--- src/rtl/boot_loader_pkg.sv ---
// Shared definitions for the instruction-memory boot loader: FSM encoding and
// stream framing constants.
package boot_loader_pkg;

  localparam logic [2:0] ST_IDLE   = 3'd0;
  localparam logic [2:0] ST_HDR_HI = 3'd1;
  localparam logic [2:0] ST_HDR_LO = 3'd2;
  localparam logic [2:0] ST_DATA   = 3'd3;
  localparam logic [2:0] ST_WRITE  = 3'd4;
  localparam logic [2:0] ST_DONE   = 3'd5;
  localparam logic [2:0] ST_ERROR  = 3'd6;

  localparam int unsigned HDR_BYTES      = 2;
  localparam int unsigned BYTES_PER_WORD = 4;

  typedef enum logic [2:0] {
    IDLE   = ST_IDLE,
    HDR_HI = ST_HDR_HI,
    HDR_LO = ST_HDR_LO,
    DATA   = ST_DATA,
    WRITE  = ST_WRITE,
    DONE   = ST_DONE,
    ERROR  = ST_ERROR
  } state_t;

endpackage

--- src/rtl/byte_packer.sv ---
// Assembles big-endian 32-bit words from a byte stream: 2-bit byte counter plus
// a left-shift register, MSB arrives first.
module byte_packer
  import boot_loader_pkg::*;
(
  input  logic        clk,
  input  logic        rst,
  input  logic        clear,
  input  logic        shift_en,
  input  logic [7:0]  byte_in,
  output logic [31:0] word_out,
  output logic        word_full
);

  logic [1:0]  r_cnt;
  logic [31:0] r_shift;

  always_ff @(posedge clk or posedge rst) begin
    if (rst) begin
      r_cnt   <= 2'd0;
      r_shift <= 32'd0;
    end else if (clear) begin
      r_cnt   <= 2'd0;
      r_shift <= 32'd0;
    end else if (shift_en) begin
      r_shift <= {r_shift[23:0], byte_in};
      r_cnt   <= r_cnt + 2'd1;
    end
  end

  assign word_out  = r_shift;
  // High while the next accepted byte is the last one of the current word.
  assign word_full = (r_cnt == 2'(BYTES_PER_WORD - 1));

endmodule

--- src/rtl/imem_boot_loader.sv ---
// Boot-time loader: parses a counted byte stream, writes instruction words into
// instruction memory and holds the CPU in reset until the image is complete.
module imem_boot_loader
  import boot_loader_pkg::*;
#(
  parameter int unsigned DEPTH     = 256,
  parameter logic [31:0] BASE_ADDR = 32'h0000_0000
) (
  input  logic        clk,
  input  logic        rst,
  input  logic        start,
  input  logic        byte_valid,
  input  logic [7:0]  byte_data,
  output logic        byte_ready,
  output logic        imem_we,
  output logic [31:0] imem_addr,
  output logic [31:0] imem_wdata,
  output logic        cpu_rst,
  output logic        done,
  output logic        error
);

  localparam int unsigned IDX_W   = $clog2(DEPTH) + 1;
  localparam logic [16:0] L_DEPTH = 17'(DEPTH);

  state_t            r_state;
  logic [15:0]       r_count;
  logic [IDX_W-1:0]  r_index;
  logic [31:0]       r_addr;
  logic              r_byte_ready;
  logic              r_we;
  logic              r_cpu_rst;
  logic              r_done;
  logic              r_error;

  logic              w_accept;
  logic              w_restart;
  logic              w_shift_en;
  logic              w_word_full;
  logic [15:0]       w_hdr_count;
  logic [IDX_W-1:0]  w_index_nxt;
  logic [31:0]       w_word;

  assign w_accept    = byte_valid & r_byte_ready;
  assign w_restart   = start & ((r_state == IDLE) | (r_state == DONE) | (r_state == ERROR));
  assign w_shift_en  = w_accept & (r_state == DATA);
  assign w_hdr_count = {r_count[15:8], byte_data};
  assign w_index_nxt = r_index + 1'b1;

  byte_packer u_packer (
    .clk       (clk),
    .rst       (rst),
    .clear     (w_restart),
    .shift_en  (w_shift_en),
    .byte_in   (byte_data),
    .word_out  (w_word),
    .word_full (w_word_full)
  );

  // Outputs are registered alongside the state so each one reflects the state
  // entered on the same edge.
  always_ff @(posedge clk or posedge rst) begin
    if (rst) begin
      r_state      <= IDLE;
      r_count      <= 16'd0;
      r_index      <= '0;
      r_addr       <= BASE_ADDR;
      r_byte_ready <= 1'b0;
      r_we         <= 1'b0;
      r_cpu_rst    <= 1'b1;
      r_done       <= 1'b0;
      r_error      <= 1'b0;
    end else begin
      r_we <= 1'b0;
      unique case (r_state)
        IDLE, DONE, ERROR: begin
          if (start) begin
            r_state      <= HDR_HI;
            r_count      <= 16'd0;
            r_index      <= '0;
            r_addr       <= BASE_ADDR;
            r_byte_ready <= 1'b1;
            r_cpu_rst    <= 1'b1;
            r_done       <= 1'b0;
            r_error      <= 1'b0;
          end
        end
        HDR_HI: begin
          if (w_accept) begin
            r_count[15:8] <= byte_data;
            r_state       <= HDR_LO;
          end
        end
        HDR_LO: begin
          if (w_accept) begin
            r_count[7:0] <= byte_data;
            if (w_hdr_count == 16'd0) begin
              r_state      <= DONE;
              r_byte_ready <= 1'b0;
              r_cpu_rst    <= 1'b0;
              r_done       <= 1'b1;
            end else if ({1'b0, w_hdr_count} > L_DEPTH) begin
              r_state      <= ERROR;
              r_byte_ready <= 1'b0;
              r_error      <= 1'b1;
            end else begin
              r_state <= DATA;
            end
          end
        end
        DATA: begin
          if (w_accept && w_word_full) begin
            r_state      <= WRITE;
            r_byte_ready <= 1'b0;
            r_we         <= 1'b1;
          end
        end
        WRITE: begin
          r_index <= w_index_nxt;
          r_addr  <= r_addr + BYTES_PER_WORD;
          if (16'(w_index_nxt) == r_count) begin
            r_state   <= DONE;
            r_cpu_rst <= 1'b0;
            r_done    <= 1'b1;
          end else begin
            r_state      <= DATA;
            r_byte_ready <= 1'b1;
          end
        end
        default: begin
          r_state      <= IDLE;
          r_byte_ready <= 1'b0;
          r_cpu_rst    <= 1'b1;
          r_done       <= 1'b0;
          r_error      <= 1'b0;
        end
      endcase
    end
  end

  assign byte_ready = r_byte_ready;
  assign imem_we    = r_we;
  assign imem_addr  = r_addr;
  assign imem_wdata = w_word;
  assign cpu_rst    = r_cpu_rst;
  assign done       = r_done;
  assign error      = r_error;

endmodule
--- config.mk ---
export PLATFORM = sky130hd
export DESIGN_NAME = imem_boot_loader
export DESIGN_NICKNAME = d
export VERILOG_FILES = /design/src/rtl/boot_loader_pkg.sv /design/src/rtl/byte_packer.sv /design/src/rtl/imem_boot_loader.sv
export SDC_FILE = /design/constraint.sdc
export NUM_CORES = 1
export LEC_CHECK = 0
export ABC_AREA = 1
export CAP_MARGIN = 20
export CORE_MARGIN = 3
export CORE_UTILIZATION = 43
export CTS_BUF_LIST = sky130_fd_sc_hd__clkbuf_8
export DETAILED_ROUTE_END_ITERATION = 6
export PLACE_DENSITY = 0.67
export SLEW_MARGIN = 20
export SYNTH_ARGS = -nofsm -noshare
export SYNTH_HDL_FRONTEND = slang
export SYNTH_SLANG_ARGS = --single-unit
--- constraint.sdc ---
create_clock -name clk -period 11.5 [get_ports clk]
set_input_delay 3.45 -clock clk [delete_from_list [all_inputs] [get_ports clk]]
set_output_delay 3.45 -clock clk [all_outputs]
set_load 0.05 [all_outputs]
==> results of run 1 <==
[flip-flops by register name, summed over array words and instances, names as in the netlist]
register,count
byte_ready,1
cpu_rst,1
done,1
error,1
imem_addr,30
imem_we,1
r_count,16
r_index,9
r_state,3
u_packer.r_cnt,2
u_packer.word_out,32
[kinds of logic (layout without fill, tap and decap cells)]
kind of cell | count (synthesis) | after routing
XOR/XNOR | 6 | 6
flip-flops | 97 | 97
AO/OA/AOI/OAI | 98 | 98
adder cells (fa/ha/maj) | 3 | 3
buffers and inverters | 120 | 201
other | 1 | 2
AND/OR/NAND/NOR | 267 | 267
multiplexers | 7 | 7
[cell type report]
class	instances	area [sq um]
flip-flops and latches	97	2430
inverters	104	393
fillers	1031	4990
well taps	140	175
multi-input cells	383	1990
clock inverters	6	67.6
clock buffers	10	138
repair buffers	81	803
[worst min-delay path, stage by stage, from the launching register on]
cell	delay, ns
dfstp_2	0.40
nand2_1	0.07
nand2_1	0.05
[cells in the final DEF (no fill, tap or decap), types with 2 or more instances in the layout]
cell             instances
xor2_1                   5
inv_2                    2
inv_1                  100
nor2_4                   3
nor2_1                  40
mux2i_1                  7
clkinvlp_4               2
o22ai_1                  6
a21oi_1                 11
nor2_2                   4
nand2_2                  2
clkdlybuf4s50_1         78
nand4_1                 14
ha_1                     3
o21ai_0                 34
o21ai_1                  8
dfrtp_1                 96
clkbuf_8                10
buf_4                    3
nor4_1                   3
a21oi_4                  2
nand2_1                130
conb_1                   2
nor3_1                   9
clkinv_4                 2
a22oi_1                 33
nand3_1                 57
[routing by layer]
metal	part of all wire	vias up	track usage	wire length, um
met1	0.46	2025	0.256	5340
met4	0.015	0	0.0641	172
li1	-	2097	-	-
met3	0.061	10	0.0458	708
met2	0.47	106	0.311	5420
met5	0	-	0	0
[stage by stage]
step                cell area (sq um)  cells
detailed placement               5790    805
CTS                              5990    821
global placement                 5780    805
finish                           5990    821
floorplan                        4890    600
global route                     5990    821
[worst min-delay path by stage]
| stage | to | startpoint |
|---|---|---|
| global route | cpu_rst$_DFFE_PP1P_ | cpu_rst$_DFFE_PP1P_ |
| detailed placement | u_packer.word_out[30]$_DFFE_PP0P_ | u_packer.word_out[30]$_DFFE_PP0P_ |
| global placement | cpu_rst$_DFFE_PP1P_ | cpu_rst$_DFFE_PP1P_ |
| finish | cpu_rst$_DFFE_PP1P_ | cpu_rst$_DFFE_PP1P_ |
| CTS | cpu_rst$_DFFE_PP1P_ | cpu_rst$_DFFE_PP1P_ |
| floorplan | u_packer.r_cnt[1]$_DFFE_PP0P_ | u_packer.r_cnt[1]$_DFFE_PP0P_ |
[synth_stat cells (all sizes together)]
| cell | instances |
|---|---|
| inv | 103 |
| nand2 | 132 |
| conb | 1 |
| buf | 10 |
| dfrtp | 96 |
| nand3 | 57 |
| clkbuf | 6 |
| and3 | 1 |
| xnor2 | 1 |
| o21ba | 1 |
| clkinv | 1 |
| a31oi | 1 |
| nor3 | 10 |
| xor2 | 5 |
| o22ai | 6 |
| mux2i | 7 |
| nor4 | 3 |
| nand4 | 14 |
| o21ai | 43 |
| a21oi | 13 |
| dfstp | 1 |
| or2 | 2 |
| a22oi | 33 |
| o21a | 1 |
| nor2 | 48 |
| ha | 3 |
[power by group]
group	internal (W)	switching [W]	leakage (nW)
Sequential	0.000384	0.0000344	1.34
Combinational	0.000121	0.000296	1.48
Clock	0.000107	0.000123	0.0985
Total	0.000611	0.000454	2.91
==> results.tsv, run 1 <==
stage	metric	value	unit
run_status	status	complete, no violations	
final_layout	synthToLayoutAreaGrowth	22.7	%
critical_path	crit_slowest_cell	clkdlybuf4s50_1	
logic_synthesis	synth_compound_area_frac	0.128	
detailed_routing	dr.pass1.iters	5	
critical_path	r2r_start	r_state[0]$_DFFE_PP0P_	
logic_synthesis	synth_fa_ha_area_frac	0.00768	
logic_synthesis	syn_avg_cell_area	8.16	sq um
critical_path	critPathLaunchType	register	
critical_path	critPathMaxFanout	2	
detailed_routing	drt_iter0_markers	343	
critical_path	crit_type	register to output port	
global_routing	grt_antenna_before_repair	0	
detailed_routing	post_drt_wl_per_cell	14.2	um
detailed_routing	viasPerCell	5.16	
clock_tree	clkSinkCount	97	
clock_tree	hold_buffers	0	
logic_synthesis	synth_cell_types	38	
critical_path	r2r_end	u_packer.word_out[11]$_DFFE_PP0P_	
logic_synthesis	yosysWarnings	0	
critical_path	cp-end-kind	output port	
min_path	hp-class	register to register	
critical_path	r2r_cells	9	
clock_tree	clock_latency	0.37	ns
final_layout	drive_gt1_frac	0.0587	
logic_synthesis	syn_area	4890	sq um
critical_path	critical_path.top_delay_family	buffers and inverters	
logic_synthesis	synth_top_area_cell	dfrtp_1	
clock_tree	clkTransAtPathRegs	0.10	ns
clock_tree	cts_setup_buffers	0	
power_and_ir_drop	power	0.00107	W
floorplan	ios	81	
sta	slew_viol_final	0	
clock_tree	cts_tree	done	
sta	period_share	0.451	
logic_synthesis	synthXorXnorAreaFrac	0.0108	
sta	slew_headroom	0.498	
sta	worstMarginPinSlew	0.754	ns
sta	max_freq	193	MHz
sta	finClkSkew	0.0106	ns
critical_path	cp_cell_sequence	clkdlybuf4s50_1	
floorplan	fp.coreArea	11000	sq um
global_routing	grt_overflow_total	0	
logic_synthesis	synth_top_area_share	0.492	
critical_path	slowest_delay	0.80	ns
critical_path	cp_num_buf_inv	1	
placement	io_buffers	78	
clock_tree	cts.path.max_buffers	2	
sta	setup_ws	6.31	ns
final_layout	fin_nets	691	
logic_synthesis	synth_top_family_by_area	simple AND/OR/NAND/NOR gates	
clock_tree	cts_resized	0	
global_routing	grt_max_degree	60	
sta	setup_viol	0	
critical_path	reg2reg_setup_slack	9.27	ns
logic_synthesis	ys_seq_elements	97	
sta	finalCriticalPeriod	5.19	ns
critical_path	crit_path_start	cpu_rst$_DFFE_PP1P_	
critical_path	crit_end	cpu_rst	
detailed_routing	routed_wl	11700	um
clock_tree	htree_levels	3	
detailed_routing	vias	4238	
final_layout	final_util	0.546	
final_layout	diodes	0	
power_and_ir_drop	ir_drop	0.0000953	V
clock_tree	cts_root_buf	clkbuf_8	
sta	rsz0062_at_grt	no	
critical_path	worstPathArrival	1.74	ns
placement	gp_congestion	0.820	
logic_synthesis	synth_mux_area_frac	0.0143	
global_routing	grt_usage	0.192	
detailed_routing	ant_nets	0	
flow_run	maxCapViolCount	0	
placement	place_worst_setup_slack	6.21	ns
sta	hold_violations	0	
clock_tree	cts-buffers-inserted	9	
logic_synthesis	synthSimpleGateAreaFrac	0.244	
logic_synthesis	syn-instance-count	599	
detailed_routing	drc	0	
logic_synthesis	yosysSeqAreaShare	0.497	
power_and_ir_drop	powerDensity	178	nW/um^2
sta	fin_tns_setup	0	ns
floorplan	row_count	38	
power_and_ir_drop	p_leak	2.91	nW
placement	hpwl	8360	um
floorplan	die_area	12700	sq um
floorplan	start_util	0.445	
global_routing	grt_pass1_wl	20000	um
critical_path	worstPathRequired	8.05	ns
sta	whs	0.500	ns
logic_synthesis	ys_top_cells_by_area	dfrtp_1 (49%), nand2_1 (10%), inv_1 (7.8%), nand3_1 (5.8%), a22oi_1 (5.1%)	
min_path	hold_depth	2	
critical_path	cp_num_cells	1	
floorplan	die_h	113	um
global_routing	grt_pass1_vias	4200	
floorplan	die_x	113	um
(Power assumes the default switching activity.)
==> run 2: changes to the inputs <==
--- a/config.mk
+++ b/config.mk
@@ -11,7 +11,7 @@
 export CORE_UTILIZATION = 43
 export CTS_BUF_LIST = sky130_fd_sc_hd__clkbuf_8
 export DETAILED_ROUTE_END_ITERATION = 6
-export PLACE_DENSITY = 0.67
+export PLACE_DENSITY = 0.69
 export SLEW_MARGIN = 20
 export SYNTH_ARGS = -nofsm -noshare
 export SYNTH_HDL_FRONTEND = slang
==> constraint.sdc (replaced) <==
create_clock -name clk -period 4.3 [get_ports clk]
set_input_delay 1.29 -clock clk [delete_from_list [all_inputs] [get_ports clk]]
set_output_delay 1.29 -clock clk [all_outputs]
set_load 0.05 [all_outputs]
==> run 2 against run 1 <==
Compared with the run above:
- final area fell by 0.13%
- worst hold slack worse by 0.029 ns
- via count up 0.28%
- largest power group is now combinational logic
- clock power grew 140%
- core utilization fell by 0.068 points
- clock-buffer cell count unchanged
==> results.tsv, run 2 (synthesized netlist as in run 1, its figures left out) <==
stage	metric	value	unit
run_status	status	complete, no violations	
sta	setup_ws	1.27	ns
critical_path	critPathLaunchType	register	
placement	place_worst_setup_slack	1.38	ns
power_and_ir_drop	p_leak	2.91	nW
sta	hold_violations	0	
sta	finClkSkew	0.00777	ns
sta	worstMarginPinSlew	0.652	ns
critical_path	cp_cell_sequence	clkdlybuf4s50_1	
global_routing	grt_overflow_total	0	
clock_tree	hold_buffers	0	
floorplan	die_h	113	um
detailed_routing	route.met2.wl	5490	um
placement	io_buffers	78	
final_layout	fillers	1020	
detailed_routing	drc	0	
power_and_ir_drop	swShare	0.431	
detailed_routing	viasPerCell	5.17	
floorplan	fp.coreArea	11000	sq um
final_layout	diodes	0	
critical_path	critical_path.top_delay_family	buffers and inverters	
sta	whs	0.471	ns
critical_path	slowest_delay	0.84	ns
critical_path	critPathMaxFanout	2	
critical_path	crit_type	register to output port	
clock_tree	clock_latency	0.37	ns
floorplan	row_count	38	
detailed_routing	post_drt_wl_per_cell	14.0	um
detailed_routing	ant_nets	0	
clock_tree	cts-buffers-inserted	9	
placement	gp_congestion	0.868	
power_and_ir_drop	pwr-share-seq	0.401	
final_layout	largest_reg_flops	32	
placement	placed_cells	806	
flow_run	maxCapViolCount	0	
sta	slew_viol_final	0	
global_routing	grt_usage	0.190	
power_and_ir_drop	p_comb_frac	0.401	
min_path	hp-class	register to register	
final_layout	layout.cells.most_common_list	nand2_1 (130), inv_1 (101), dfrtp_1 (96), clkdlybuf4s50_1 (78), nand3_1 (57)	
placement	hpwl	8340	um
clock_tree	cts_setup_buffers	0	
sta	setup_viol	0	
critical_path	worstPathArrival	1.74	ns
global_routing	grt_pass1_wl	19900	um
floorplan	die_x	113	um
global_routing	grt_max_degree	59	
floorplan	die_area	12700	sq um
sta	period_share	0.705	
final_layout	instances_no_fill	822	
final_layout	final_util	0.545	
sta	max_freq	330	MHz
clock_tree	clkSinkCount	97	
final_layout	synthToLayoutAreaGrowth	22.5	%
detailed_routing	drt_iter0_markers	294	
critical_path	worstPathRequired	3.01	ns
critical_path	cp-end-kind	output port	
clock_tree	clkTransAtPathRegs	0.09	ns
power_and_ir_drop	powerDensity	465	nW/um^2
clock_tree	cts_root_buf	clkbuf_8	
global_routing	grt_pass1_vias	4244	
clock_tree	htree_levels	3	
critical_path	crit_slowest_cell	clkdlybuf4s50_1	
final_layout	drive_gt1_frac	0.0587	
critical_path	cp_num_buf_inv	1	
detailed_routing	vias	4250	
sta	slew_headroom	0.563	
sta	fin_tns_setup	0	ns
sta	finalCriticalPeriod	3.03	ns
sta	rsz0062_at_grt	no	
floorplan	ios	81	
clock_tree	cts_tree	done	
final_layout	fin_nets	692	
power_and_ir_drop	internal_power	0.00158	W
floorplan	start_util	0.445	
power_and_ir_drop	clock_power_share	0.198	
detailed_routing	wl_met1	5080	um
power_and_ir_drop	ir_drop	0.000344	V
clock_tree	cts.path.max_buffers	2	
power_and_ir_drop	power.switching	0.00120	W
final_layout	mostFrequentLayoutCell	nand2_1	
detailed_routing	wl_met3	798	um
detailed_routing	top_layer	met4	
detailed_routing	routed_wl	11500	um
clock_tree	cts_resized	0	
global_routing	grt_antenna_before_repair	0	
detailed_routing	dr.pass1.iters	5	
## run 2: changes by cell type in the layout (fill, tap and decap cells not counted)
cell       previous run  this run
buf_12                0         1
clkinv_2              1         0
clkinv_4              2         3
bufinv_16             1         0
nor2_2                4         5
nor2_4                3         2
inv_1               100       101
## run 2: stage by stage
step / power (W) / cell area (sq um)
2_1_floorplan: 0.00199 / 4890
3_3_place_gp: 0.00224 / 5800
3_5_place_dp: 0.00226 / 5800
4_1_cts: 0.00282 / 5990
5_1_grt: 0.00300 / 5990
6_report: 0.00278 / 5990
## run 2: final timing paths
kind / startpoint / end / slack [ns] / cells after the start
max in group asynchronous: rst / cpu_rst$_DFFE_PP1P_ / 2.27 / 3
worst min-delay path: cpu_rst$_DFFE_PP1P_ / cpu_rst$_DFFE_PP1P_ / 0.47 / 2
min in group asynchronous: rst / imem_addr[23]$_DFFE_PP0P_ / 1.31 / 2
worst max-delay path: cpu_rst$_DFFE_PP1P_ / cpu_rst / 1.27 / 1
worst min register to register: cpu_rst$_DFFE_PP1P_ / cpu_rst$_DFFE_PP1P_ / 0.47 / 2
worst max register to register: imem_addr[2]$_DFFE_PP0P_ / imem_addr[20]$_DFFE_PP0P_ / 2.10 / 11
## run 2: routing by layer
metal | vias to the layer above | GRT usage
met1 | 1995 | 0.241
met5 | - | 0
met3 | 12 | 0.0609
li1 | 2113 | -
met4 | 0 | 0.0489
met2 | 130 | 0.314
## run 2: layout make-up
cell class	instances	area, sq um	area share
Clock buffer	10	138	0.0230
Clock inverter	6	45.0	0.00753
Tap cell	140	175	0.0293
Inverter	104	393	0.0656
Timing Repair Buffer	82	823	0.138
Multi-Input combinational cell	383	1980	0.331
Sequential cell	97	2430	0.406
## run 2: power by group through the flow
stage,Clock (W),Sequential (W),Combinational [W]
after floorplan,0,0.00126,0.000731
after global placement,0,0.00113,0.00111
after detailed placement,0,0.00113,0.00112
after CTS,0.000577,0.00111,0.00113
after global routing,0.000616,0.00113,0.00125
final,0.000551,0.00111,0.00112
==> run 3: changes to the inputs <==
==> constraint.sdc (replaced) <==
create_clock -name clk -period 2.68 [get_ports clk]
set_input_delay 0.804 -clock clk [delete_from_list [all_inputs] [get_ports clk]]
set_output_delay 0.804 -clock clk [all_outputs]
set_load 0.05 [all_outputs]
==> run 3 against run 2 <==
Compared with the run above:
- clock-buffer cell count is the same
- combinational power up 65%
- sequential power is 61% higher
- core utilization is 0.92 points higher
- first-iteration DRC count up 21%
- power grew 68%
==> results.tsv, run 3 (synthesized netlist as in run 1, its figures left out) <==
stage	metric	value	unit
run_status	status	complete, no violations	
final_layout	drive_gt1_frac	0.0668	
sta	worstMarginPinSlew	1.03	ns
placement	gp_congestion	0.935	
global_routing	grt.busiest_layer	met2	
floorplan	fp.coreArea	11000	sq um
critical_path	critPathMaxFanout	2	
critical_path	slowest_delay	0.82	ns
sta	setup_viol	0	
final_layout	fin_nets	700	
final_layout	mostFrequentLayoutCell	nand2_1	
global_routing	grt_pass1_wl	20300	um
critical_path	cp_num_cells	1	
final_layout	stdcell_area	6090	sq um
detailed_routing	drc	0	
sta	period_share	0.947	
sta	finalCriticalPeriod	2.54	ns
power_and_ir_drop	ir_drop	0.000469	V
clock_tree	clock_latency	0.37	ns
global_routing	grt_pass1_vias	4172	
critical_path	worstPathArrival	1.73	ns
sta	slew_headroom	0.314	
detailed_routing	routed_wl	11800	um
final_layout	diodes	0	
critical_path	r2r_end	u_packer.word_out[22]$_DFFE_PP0P_	
critical_path	cp_num_buf_inv	1	
min_path	hp-class	register to register	
global_routing	gr-usage-met3	0.0420	
clock_tree	cts-buffers-inserted	9	
sta	max_freq	394	MHz
detailed_routing	vias	4286	
clock_tree	cts_root_buf	clkbuf_8	
floorplan	die_h	113	um
critical_path	r2r_cells	10	
critical_path	cp_cell_sequence	clkdlybuf4s50_1	
detailed_routing	ant_nets	0	
sta	slew_viol_final	0	
floorplan	die_x	113	um
sta	hold_violations	0	
placement	place_worst_setup_slack	-0.0300	ns
critical_path	crit_slowest_cell	clkdlybuf4s50_1	
global_routing	met1_usage	0.253	
flow_run	maxCapViolCount	0	
placement	io_buffers	78	
floorplan	die_area	12700	sq um
critical_path	r2r_start	r_state[0]$_DFFE_PP0P_	
detailed_routing	drt_iter0_markers	355	
critical_path	critical_path.top_delay_family	buffers and inverters	
final_layout	synthToLayoutAreaGrowth	24.6	%
critical_path	crit_path_start	cpu_rst$_DFFE_PP1P_	
final_layout	layout.cells.most_common_list	nand2_1 (130), inv_1 (102), dfrtp_1 (96), clkdlybuf4s50_1 (78), nand3_1 (57)	
critical_path	crit_end	cpu_rst	
floorplan	start_util	0.445	
clock_tree	clkTransAtPathRegs	0.09	ns
placement	hpwl	8620	um
final_layout	instances_no_fill	829	
power_and_ir_drop	power	0.00469	W
detailed_routing	viasPerCell	5.17	
power_and_ir_drop	p_leak	2.97	nW
clock_tree	cts_setup_buffers	0	
global_routing	grt_max_degree	37	
clock_tree	cts_tree	done	
clock_tree	cts.path.max_buffers	2	
global_routing	grt.met2_usage	0.315	
global_routing	grt_overflow_total	0	
placement	placed_cells	814	
clock_tree	cts_resized	0	
sta	finClkSkew	0.00688	ns
critical_path	cp-end-kind	output port	
critical_path	critPathLaunchType	register	
floorplan	ios	81	
placement	placedInstanceArea	5880	sq um
sta	rsz0062_at_grt	no	
power_and_ir_drop	powerDensity	770	nW/um^2
critical_path	reg2reg_setup_slack	0.38	ns
final_layout	largest_reg_flops	32	
sta	fin_tns_setup	0	ns
critical_path	worstPathRequired	1.88	ns
sta	setup_ws	0.142	ns
detailed_routing	post_drt_wl_per_cell	14.2	um
clock_tree	clkSinkCount	97	
global_routing	grt_usage	0.194	
clock_tree	htree_levels	3	
detailed_routing	dr.pass1.iters	5	
floorplan	row_count	38	
clock_tree	hold_buffers	0	
global_routing	grt_antenna_before_repair	0	
critical_path	crit_type	register to output port	
-- run 3: per-layer routing --
metal	share of wire	vias up
met5	0	-
met4	0.016	0
met3	0.058	16
met2	0.48	115
met1	0.45	2039
li1	-	2116
-- run 3: power breakdown --
group	switching (W)	internal, W	leakage (nW)	total (W)
Clock	0.000504	0.000539	0.115	0.00104
Sequential	0.000147	0.00165	1.34	0.00179
Combinational	0.00128	0.000575	1.52	0.00185
Total	0.00193	0.00276	2.97	0.00469
-- run 3: worst min path at each step --
stage | from | endpoint | slack, ns | depth (start not counted)
floorplan | u_packer.r_cnt[1]$_DFFE_PP0P_ | u_packer.r_cnt[1]$_DFFE_PP0P_ | 0.46 | 2
global placement | cpu_rst$_DFFE_PP1P_ | cpu_rst$_DFFE_PP1P_ | 0.45 | 2
detailed placement | cpu_rst$_DFFE_PP1P_ | cpu_rst$_DFFE_PP1P_ | 0.46 | 2
CTS | cpu_rst$_DFFE_PP1P_ | cpu_rst$_DFFE_PP1P_ | 0.47 | 2
global route | cpu_rst$_DFFE_PP1P_ | cpu_rst$_DFFE_PP1P_ | 0.48 | 2
finish | cpu_rst$_DFFE_PP1P_ | cpu_rst$_DFFE_PP1P_ | 0.47 | 2
-- run 3: through the flow --
stage / hold WS (ns) / util
3_5_place_dp: 0.459 / 0.535
3_3_place_gp: 0.451 / 0.535
5_1_grt: 0.476 / 0.554
2_1_floorplan: 0.461 / -
6_report: 0.466 / 0.554
4_1_cts: 0.473 / 0.554
-- run 3: cell type report --
type | instances | area, sq um
tap | 140 | 175
inverter | 104 | 394
clock buffer | 10 | 138
sequential | 97 | 2430
multi-input combinational | 383 | 1980
fill | 1028 | 4900
timing repair buffer | 90 | 896
clock inverter | 5 | 72.6
